### src/rtl/mips_cpu_harvard_core_if.sv
// Harvard memory bus between the MIPS core and its instruction/data memories.
// Both memories answer combinationally within the cycle.
interface mips_cpu_harvard_core_if;
    logic [31:0] instr_address;
    logic [31:0] instr_readdata;
    logic [31:0] data_address;
    logic        data_write;
    logic        data_read;
    logic [31:0] data_writedata;
    logic [31:0] data_readdata;

    modport master (
        output instr_address, data_address, data_write, data_read, data_writedata,
        input  instr_readdata, data_readdata
    );

    modport slave (
        input  instr_address, data_address, data_write, data_read, data_writedata,
        output instr_readdata, data_readdata
    );
endinterface

### src/rtl/mips_cpu_harvard_core.sv
// Single-cycle MIPS32 subset core with one branch delay slot; it stops executing
// once the PC reaches address zero.
module mips_cpu_harvard_core (
    input  logic                            clk,
    input  logic                            reset,
    input  logic                            clk_enable,
    output logic                            active,
    output logic [31:0]                     register_v0,
    mips_cpu_harvard_core_if.master         bus
);
    logic [31:0] pc_q, pc_d, npc_q, npc_d;
    logic        active_q, active_d;
    logic [31:0] regs_q [32];

    logic [5:0]  opcode_s, funct_s;
    logic [4:0]  rs_s, rt_s, rd_s, shamt_s;
    logic [15:0] imm_s;
    logic [25:0] jidx_s;
    logic [31:0] rs_val_s, rt_val_s, sext_s, zext_s, pc_plus4_s, pc_plus8_s;
    logic [31:0] alu_s, wr_data_s, target_s;
    logic [4:0]  wr_addr_s;
    logic        wr_en_s, mem_rd_s, mem_wr_s, jump_s, we_s;

    assign opcode_s   = bus.instr_readdata[31:26];
    assign rs_s       = bus.instr_readdata[25:21];
    assign rt_s       = bus.instr_readdata[20:16];
    assign rd_s       = bus.instr_readdata[15:11];
    assign shamt_s    = bus.instr_readdata[10:6];
    assign funct_s    = bus.instr_readdata[5:0];
    assign imm_s      = bus.instr_readdata[15:0];
    assign jidx_s     = bus.instr_readdata[25:0];
    assign rs_val_s   = regs_q[rs_s];
    assign rt_val_s   = regs_q[rt_s];
    assign sext_s     = {{16{imm_s[15]}}, imm_s};
    assign zext_s     = {16'h0000, imm_s};
    assign pc_plus4_s = pc_q + 32'd4;
    assign pc_plus8_s = pc_q + 32'd8;

    // Instruction decode and execute; unsupported encodings fall through as NOPs.
    always_comb begin
        wr_en_s   = 1'b0;
        wr_addr_s = rt_s;
        alu_s     = 32'd0;
        mem_rd_s  = 1'b0;
        mem_wr_s  = 1'b0;
        jump_s    = 1'b0;
        target_s  = 32'd0;
        case (opcode_s)
            6'h00: begin
                wr_addr_s = rd_s;
                wr_en_s   = 1'b1;
                case (funct_s)
                    6'h21:   alu_s = rs_val_s + rt_val_s;
                    6'h23:   alu_s = rs_val_s - rt_val_s;
                    6'h24:   alu_s = rs_val_s & rt_val_s;
                    6'h25:   alu_s = rs_val_s | rt_val_s;
                    6'h26:   alu_s = rs_val_s ^ rt_val_s;
                    6'h2A:   alu_s = {31'd0, ($signed(rs_val_s) < $signed(rt_val_s))};
                    6'h2B:   alu_s = {31'd0, (rs_val_s < rt_val_s)};
                    6'h00:   alu_s = rt_val_s << shamt_s;
                    6'h02:   alu_s = rt_val_s >> shamt_s;
                    6'h03:   alu_s = $unsigned($signed(rt_val_s) >>> shamt_s);
                    6'h08: begin
                        wr_en_s  = 1'b0;
                        jump_s   = 1'b1;
                        target_s = rs_val_s;
                    end
                    6'h09: begin
                        jump_s   = 1'b1;
                        target_s = rs_val_s;
                        alu_s    = pc_plus8_s;
                    end
                    default: wr_en_s = 1'b0;
                endcase
            end
            6'h09: begin wr_en_s = 1'b1; alu_s = rs_val_s + sext_s; end
            6'h0C: begin wr_en_s = 1'b1; alu_s = rs_val_s & zext_s; end
            6'h0D: begin wr_en_s = 1'b1; alu_s = rs_val_s | zext_s; end
            6'h0E: begin wr_en_s = 1'b1; alu_s = rs_val_s ^ zext_s; end
            6'h0A: begin wr_en_s = 1'b1; alu_s = {31'd0, ($signed(rs_val_s) < $signed(sext_s))}; end
            6'h0B: begin wr_en_s = 1'b1; alu_s = {31'd0, (rs_val_s < sext_s)}; end
            6'h0F: begin wr_en_s = 1'b1; alu_s = {imm_s, 16'h0000}; end
            6'h23: begin wr_en_s = 1'b1; mem_rd_s = 1'b1; alu_s = rs_val_s + sext_s; end
            6'h2B: begin mem_wr_s = 1'b1; alu_s = rs_val_s + sext_s; end
            6'h04: begin
                jump_s   = (rs_val_s == rt_val_s);
                target_s = pc_plus4_s + {sext_s[29:0], 2'b00};
            end
            6'h05: begin
                jump_s   = (rs_val_s != rt_val_s);
                target_s = pc_plus4_s + {sext_s[29:0], 2'b00};
            end
            6'h02: begin
                jump_s   = 1'b1;
                target_s = {pc_plus4_s[31:28], jidx_s, 2'b00};
            end
            6'h03: begin
                jump_s    = 1'b1;
                target_s  = {pc_plus4_s[31:28], jidx_s, 2'b00};
                wr_en_s   = 1'b1;
                wr_addr_s = 5'd31;
                alu_s     = pc_plus8_s;
            end
            default: wr_en_s = 1'b0;
        endcase
    end

    // Kept apart from decode so the load path through data memory stays acyclic.
    assign wr_data_s = mem_rd_s ? bus.data_readdata : alu_s;

    // Next-state selection: the delay slot runs from npc_q while the target queues behind it.
    always_comb begin
        pc_d     = pc_q;
        npc_d    = npc_q;
        active_d = active_q;
        we_s     = 1'b0;
        if (active_q && clk_enable) begin
            pc_d     = npc_q;
            npc_d    = jump_s ? target_s : (npc_q + 32'd4);
            active_d = (npc_q != 32'd0);
            we_s     = wr_en_s && (wr_addr_s != 5'd0);
        end else begin
            pc_d     = pc_q;
            npc_d    = npc_q;
            active_d = active_q;
            we_s     = 1'b0;
        end
    end

    // Architectural state: PC pair, active flag and register file.
    always_ff @(posedge clk) begin
        if (reset) begin
            pc_q     <= 32'hBFC0_0000;
            npc_q    <= 32'hBFC0_0004;
            active_q <= 1'b1;
            for (int i = 0; i < 32; i++) begin
                regs_q[i] <= 32'd0;
            end
        end else begin
            pc_q     <= pc_d;
            npc_q    <= npc_d;
            active_q <= active_d;
            if (we_s) begin
                regs_q[wr_addr_s] <= wr_data_s;
            end
        end
    end

    assign active             = active_q;
    assign register_v0        = regs_q[2];
    assign bus.instr_address  = pc_q;
    assign bus.data_address   = alu_s;
    assign bus.data_writedata = rt_val_s;
    assign bus.data_write     = mem_wr_s && active_q && clk_enable;
    assign bus.data_read      = mem_rd_s && active_q;
endmodule

### src/flat_wrapper.sv
// flat-port wrapper written by rule: the top's interface ports become plain ports
module mips_cpu_harvard_core_flat 
  (clk, reset, clk_enable, active, register_v0, bus_instr_address, bus_data_address, bus_data_write, bus_data_read, bus_data_writedata, bus_instr_readdata, bus_data_readdata);
  mips_cpu_harvard_core_if bus_i ();
  input  logic clk;
  input  logic reset;
  input  logic clk_enable;
  output logic active;
  output logic [31:0] register_v0;
  output wire logic [$bits(bus_i.instr_address)-1:0] bus_instr_address;
  output wire logic [$bits(bus_i.data_address)-1:0] bus_data_address;
  output wire logic [$bits(bus_i.data_write)-1:0] bus_data_write;
  output wire logic [$bits(bus_i.data_read)-1:0] bus_data_read;
  output wire logic [$bits(bus_i.data_writedata)-1:0] bus_data_writedata;
  input wire logic [$bits(bus_i.instr_readdata)-1:0] bus_instr_readdata;
  input wire logic [$bits(bus_i.data_readdata)-1:0] bus_data_readdata;
  assign bus_instr_address = bus_i.instr_address;
  assign bus_data_address = bus_i.data_address;
  assign bus_data_write = bus_i.data_write;
  assign bus_data_read = bus_i.data_read;
  assign bus_data_writedata = bus_i.data_writedata;
  assign bus_i.instr_readdata = bus_instr_readdata;
  assign bus_i.data_readdata = bus_data_readdata;
  mips_cpu_harvard_core u_core (.clk(clk), .reset(reset), .clk_enable(clk_enable), .active(active), .register_v0(register_v0), .bus(bus_i));
endmodule
### config.mk
export PLATFORM = sky130hd
export DESIGN_NAME = mips_cpu_harvard_core_flat
export DESIGN_NICKNAME = d
export VERILOG_FILES = /design/src/rtl/mips_cpu_harvard_core_if.sv /design/src/rtl/mips_cpu_harvard_core.sv /design/src/flat_wrapper.sv
export SDC_FILE = /design/constraint.sdc
export NUM_CORES = 2
export LEC_CHECK = 0
export ABC_AREA = 1
export ABC_CLOCK_PERIOD_IN_PS = 6850
export BUFFER_PORTS_ARGS = -buffer_cell sky130_fd_sc_hd__buf_2
export CAP_MARGIN = 20
export CORE_MARGIN = 5
export CORE_UTILIZATION = 40
export CTS_CLUSTER_SIZE = 10
export DETAILED_ROUTE_END_ITERATION = 6
export SLEW_MARGIN = 0
export SYNTH_ARGS = -nofsm -noshare
export SYNTH_HDL_FRONTEND = slang
export SYNTH_SLANG_ARGS = --single-unit
### constraint.sdc
create_clock -name clk -period 6.85 [get_ports clk]
set_input_delay 0.685 -clock clk [delete_from_list [all_inputs] [get_ports clk]]
set_output_delay 0.685 -clock clk [all_outputs]
set_load 0.005 [all_outputs]
=== Yosys cells after proc, flatten, opt, wreduce, memory -nomap -nowiden ===
Memory sizes are Yosys's and may differ from the RTL's.
Cells that the tools add are included.

* Bits in registers: 65
* Bits in writable memories: 1,024
* Bits of input ports: 67
* Output and inout bits: 131
* Memories kept: 1

{| class="wikitable"
|+ Memory list
! name !! words !! width !! rd ports !! clocked after memory_dff !! write ports !! RTL line !! source
|-
| u_core.regs_q || 32 || 32 || 3 || 0 || 32 || mips_cpu_harvard_core.sv:13 || <nowiki>logic [31:0] regs_q [32];</nowiki>
|}

* Add/subtract/negate cells: 7
* Magnitude comparators: 4
* Equality and inequality tests: 26
* Shifts and indexed selects: 3
* Mux-type cells: 22
* Bitwise logic cells: 6
* Reductions and logical operators: 16

{| class="wikitable"
|+ Operators by type and width
! operator !! count
|-
| 32-bit one-hot mux with 11 select lines || 1
|-
| 32-bit one-hot mux with 9 select lines || 1
|-
| 32-bit two-way mux || 4
|-
| 32-bit adder || 3
|-
| 32-bit less-than comparator || 3
|-
| 32-bit one-hot mux with 3 select lines || 1
|-
| 32-bit by 3-bit adder with 32-bit output (second input constant) || 2
|-
| 6-bit by 4-bit == test with 1-bit output (second input constant) || 9
|-
| 6-bit == test (second input constant) || 9
|-
| 32-bit by 4-bit adder with 32-bit output (second input constant) || 1
|-
| 32-bit by 16-bit bitwise AND with 32-bit output || 1
|-
| 32-bit bitwise AND || 1
|-
| 32-bit == test || 1
|-
| 32-bit by 16-bit less-than comparator with 1-bit output || 1
|-
| 32-bit != test || 1
|-
| 32-bit by 16-bit OR with 32-bit output || 1
|-
| 32-bit OR || 1
|-
| 32-bit nonzero test || 1
|-
| 32-bit OR reduction || 1
|-
| 32-bit by 5-bit left shift with 32-bit output || 1
|-
| 32-bit by 5-bit right shift with 32-bit output || 1
|-
| 32-bit by 5-bit >>> shifter with 32-bit output || 1
|-
| 32-bit subtractor || 1
|-
| 32-bit by 16-bit bitwise XOR with 32-bit output || 1
|-
| other kinds (15) || 36
|}

=== Longest topological paths before layout ===
* Word-level depth: 11
* Gate-level depth with buffers: 38
* Gate-level depth less buffers: 31

=== Worst setup path after synthesis ===
No wires, ideal clock.

* Kind: input -> output
* Start point: input bus_instr_readdata[21]
* End point: output bus_data_address[19]
* Data arrival time: 4,953 ps
* Required time: 6,165 ps
* Slack: 1,212 ps
* Stages: 29
* Buffers on the path: 6
* Path through: buf_2 > buf_2 > buf_2 > buf_2 > clkbuf_1 > buf_2 > nor2_1 > o221ai_1 > nand3_1 > nand2_1 > inv_1 > o21ai_0 > inv_1 > ha_1 > inv_1 > nand2_1 > o21ai_0 > a21oi_1 > o21ai_1 > nand2_1 > nand2_1 > a21oi_1 > or2_2 > nand3_1 > nand3_1 > a21oi_1 > nand2_1 > nand2_1 > nand2_1

* Longest elaborated chain between the ends: 4

{| class="wikitable"
|+ RTL lines
! element !! RTL line !! source
|-
| start: declaration || flat_wrapper.sv:15 || <nowiki>input wire logic [$bits(bus_i.instr_readdata)-1:0] bus_instr_readdata;</nowiki>
|-
| memory read 32 x 32 bit (*) || -- ||
|-
| 32-bit subtractor, or another cell as far along || mips_cpu_harvard_core.sv:54 || <nowiki>6'h23: alu_s = rs_val_s - rt_val_s;</nowiki>
|-
| 32-bit one-hot mux with 11 select lines || mips_cpu_harvard_core.sv:52 || <nowiki>case (funct_s)</nowiki>
|-
| 32-bit one-hot mux with 9 select lines (*) || mips_cpu_harvard_core.sv:48 || <nowiki>case (opcode_s)</nowiki>
|-
| end: declaration || flat_wrapper.sv:11 || <nowiki>output wire logic [$bits(bus_i.data_address)-1:0] bus_data_address;</nowiki>
|}

Mark *: on every way between the ends. The rest lies on a longest branch, timed or not.

=== Worst setup path in the final report ===
* Start point: input bus_instr_readdata[22]
* End point: output bus_data_address[24]

The elaborated chain is that of the path after synthesis.

==> flow_summary.yaml <==
status:
  outcome: "finished clean"
die:
  rows: 158
  die_h_microns: 442
  core_area_sq_um: 185000
  ios: 198
  fp.dieW_microns: 442
  dieArea_sq_um: 195000
  initial_core_util_pct: 40.2
sta:
  setup_viol: 0
  slew_headroom_pct: 23.4
  tightest_slew_ps: 1150
  rsz0062_at_grt: "no"
  period_share_pct: 99.2
  max_freq_ghz: 0.147
  maxSlewViolCount: 0
  hold_ws_ps: 324
  finalCriticalPeriod_ps: 6800
  fin_skew_ps: 49.1
  setup_ws_ps: 53.4
  finalHoldViolations: 0
logic_synthesis:
  syn_area_per_cell_sq_um: 7.47
  ys.flop_type: "edfxtp_1"
  synth_cell_types: 62
  yosys_warnings: 0
  synthCells: 9976
  synthArstFlopShare_pct: 0
  ys_seq_elements: 1089
  synth_seq_area_share_pct: 43.0
  synth-simple-area-share_pct: 32.2
  synth_area_leaders: "edfxtp_1 41%, nand2_1 11%, nand3_1 9.6%"
  synthAdderAreaFrac_pct: 3.67
  synth_edf_count: 1024
  synth_compound_area_share_pct: 13.0
  synth_area_leader_cell: "edfxtp_1"
  synth.cells.most_frequent: "2267 x nand2_1, 1837 x nor2_1, 1426 x nand3_1"
  synth_most_common_cell: "nand2_1"
  synth_top_family_by_area: "simple AND/OR/NAND/NOR gates"
  synth_xor_xnor_area_share_pct: 1.01
  synth.top_cell.area_share_pct: 41.3
  synthMuxAreaShare_pct: 0
  syn_area_sq_um: 74500
power:
  p_per_area_nw_per_um2: 223
  vdd_drop_max_mv: 0.207
  p_leak_nw: 33.0
  p_total_mw: 18.8
layout:
  final_util_pct: 45.4
  final_area_sq_um: 84100
  nets: 10300
  layout-drive-gt1-share_pct: 10.4
  area_delta_synth_final_pct: 12.9
worst_setup_path:
  crit_type: "in2out"
  rr_startpoint: "u_core.regs_q[2][11]"
  cp_data_arrival_time_ps: 6110
  max_stage_delay_ps: 500
  startpoint: "bus_instr_readdata[22]"
  endpoint_kind: "output port"
  path_max_fanout: 45
  slowest_stage: "ha_1"
  critPathMostFrequentCell: "nor2_1"
  crit_required_ps: 6160
  startpoint_type: "input port"
global_route:
  top_usage_layer: "met2"
  use_met2_pct: 57.4
  grt_pass1_wl_microns: 534000
  grt_max_degree: 105
  grtUsageMet1_pct: 47.3
  use_met3_pct: 7.82
  overflow: 0
  track_usage_pct: 37.1
  grt_pass1_vias: 73600
  antenna_found_initial: 5
hold_path:
  hp-class: "in2reg"
  hold_path_startpoint: "clk_enable"
cts:
  insertion_delay_ps: 810
  cts_tree: "built"
  cts_max_level: 4
  clock-root-buffer: "clkbuf_16"
  clkSlewWorstSetupHoldPaths_ps: 60
  numCtsBuffers: 131
  cts.path.max_buffers: 3
  cts.sinks: 1089
  cts_setup_buffers: 0
drt:
  drt_drc_violations_left: 0
  finalWirelength_microns: 381000
  drtIter0Drc: 12400
  routedWlPerCell_microns: 30.2
  dr.pass1.iters: 7
  ant_nets: 0
  via_count: 79200
  via_per_inst: 6.29
placement:
  portBuffers: 197
  dp_slack_ps: -76.5
  place_congestion: 1.06
  dp_hpwl_microns: 258000
  placed_cell_area_sq_um: 80300
run:
  cap_violations: 0
[state kept, by name, summed over array words and instances, names as in the netlist]
register	cells
u_core.active	1
u_core.bus.instr_address	32
u_core.npc_q	32
u_core.regs_q	1024
[power breakdown]
part           total, mW  switching, mW  leakage (nW)  internal, mW
Combinational       4.69           3.34          20.0          1.35
Sequential          7.66          0.165          11.2          7.50
Clock               6.44           2.85          1.81          3.59
[routing by layer]
layer,up-vias,wire (microns)
met5,-,12
li1,34300,-
met2,5762,167000
met1,37900,142000
met3,1272,43200
met4,2,29000
[path summary, 6_finish.rpt]
path / end / slack (ps) / cells after the start
max reg2reg: u_core.regs_q[10][27] / 1130 / 27
min reg2reg: u_core.npc_q[18] / 500 / 2
min: u_core.active / 320 / 4
max: bus_data_address[24] / 50 / 26
[what timing repair did]
item / in CTS / in global routing
setup endpoints to repair: 0 / 6
hold buffers: 0 / 0
resized for setup: 0 / 7
[stage by stage]
step | setup TNS [ps] | instances
after CTS | 0 | 12600
after floorplan | 0 | 10000
final | 0 | 12600
after global routing | 0 | 12600
after global placement | -2670 | 12400
after detailed placement | -1720 | 12400
[cell type report]
cell class	count	area, sq um
Fill cell	18600	101000
Multi-Input combinational cell	7726	37500
Sequential cell	1089	32100
Timing Repair Buffer	705	6100
Clock buffer	151	3390
Tap cell	2480	3100
Inverter	410	1590
Clock inverter	23	332
Antenna cell	7	17.5
[placed cells by master, fill, tap and decap left out, drive strengths merged, types with 3 or more instances in the layout]
cell type,count
inv,408
nor3,56
o22ai,104
clkbuf,153
clkinv,22
a221oi,17
a21o,13
o21ai,787
nand2,2275
o21bai,17
o21a,6
o221ai,209
a31oi,22
a311oi,4
a2111oi,3
a21boi,8
or2,54
o311ai,3
edfxtp,1024
o31ai,3
xor2,76
nand4,38
nor2,1855
conb,32
a22oi,3
nand3,1426
o211ai,82
fa,4
nor4,36
nor3b,3
ha,212
diode,7
buf,703
dfxtp,65
nand3b,11
o2111ai,24
a21oi,312
xnor2,10
a211oi,14
[critical path: cells and delay by family]
| family | cells | cell delay (ps) |
|---|---|---|
| buf+inv | 9 | 2470 |
| simple gates | 12 | 1610 |
| compound gates | 4 | 660 |
| fa+ha+maj | 1 | 500 |
[cells by family (layout without fill, tap and decap cells)]
kind of cell	Yosys count	in the layout
other cells	1	39
fa+ha+maj	216	216
simple gates	5758	5758
compound gates	1634	1634
xor+xnor	86	86
buf+inv	1192	1289
flops	1089	1089
Power figures use the tool's default switching activity.
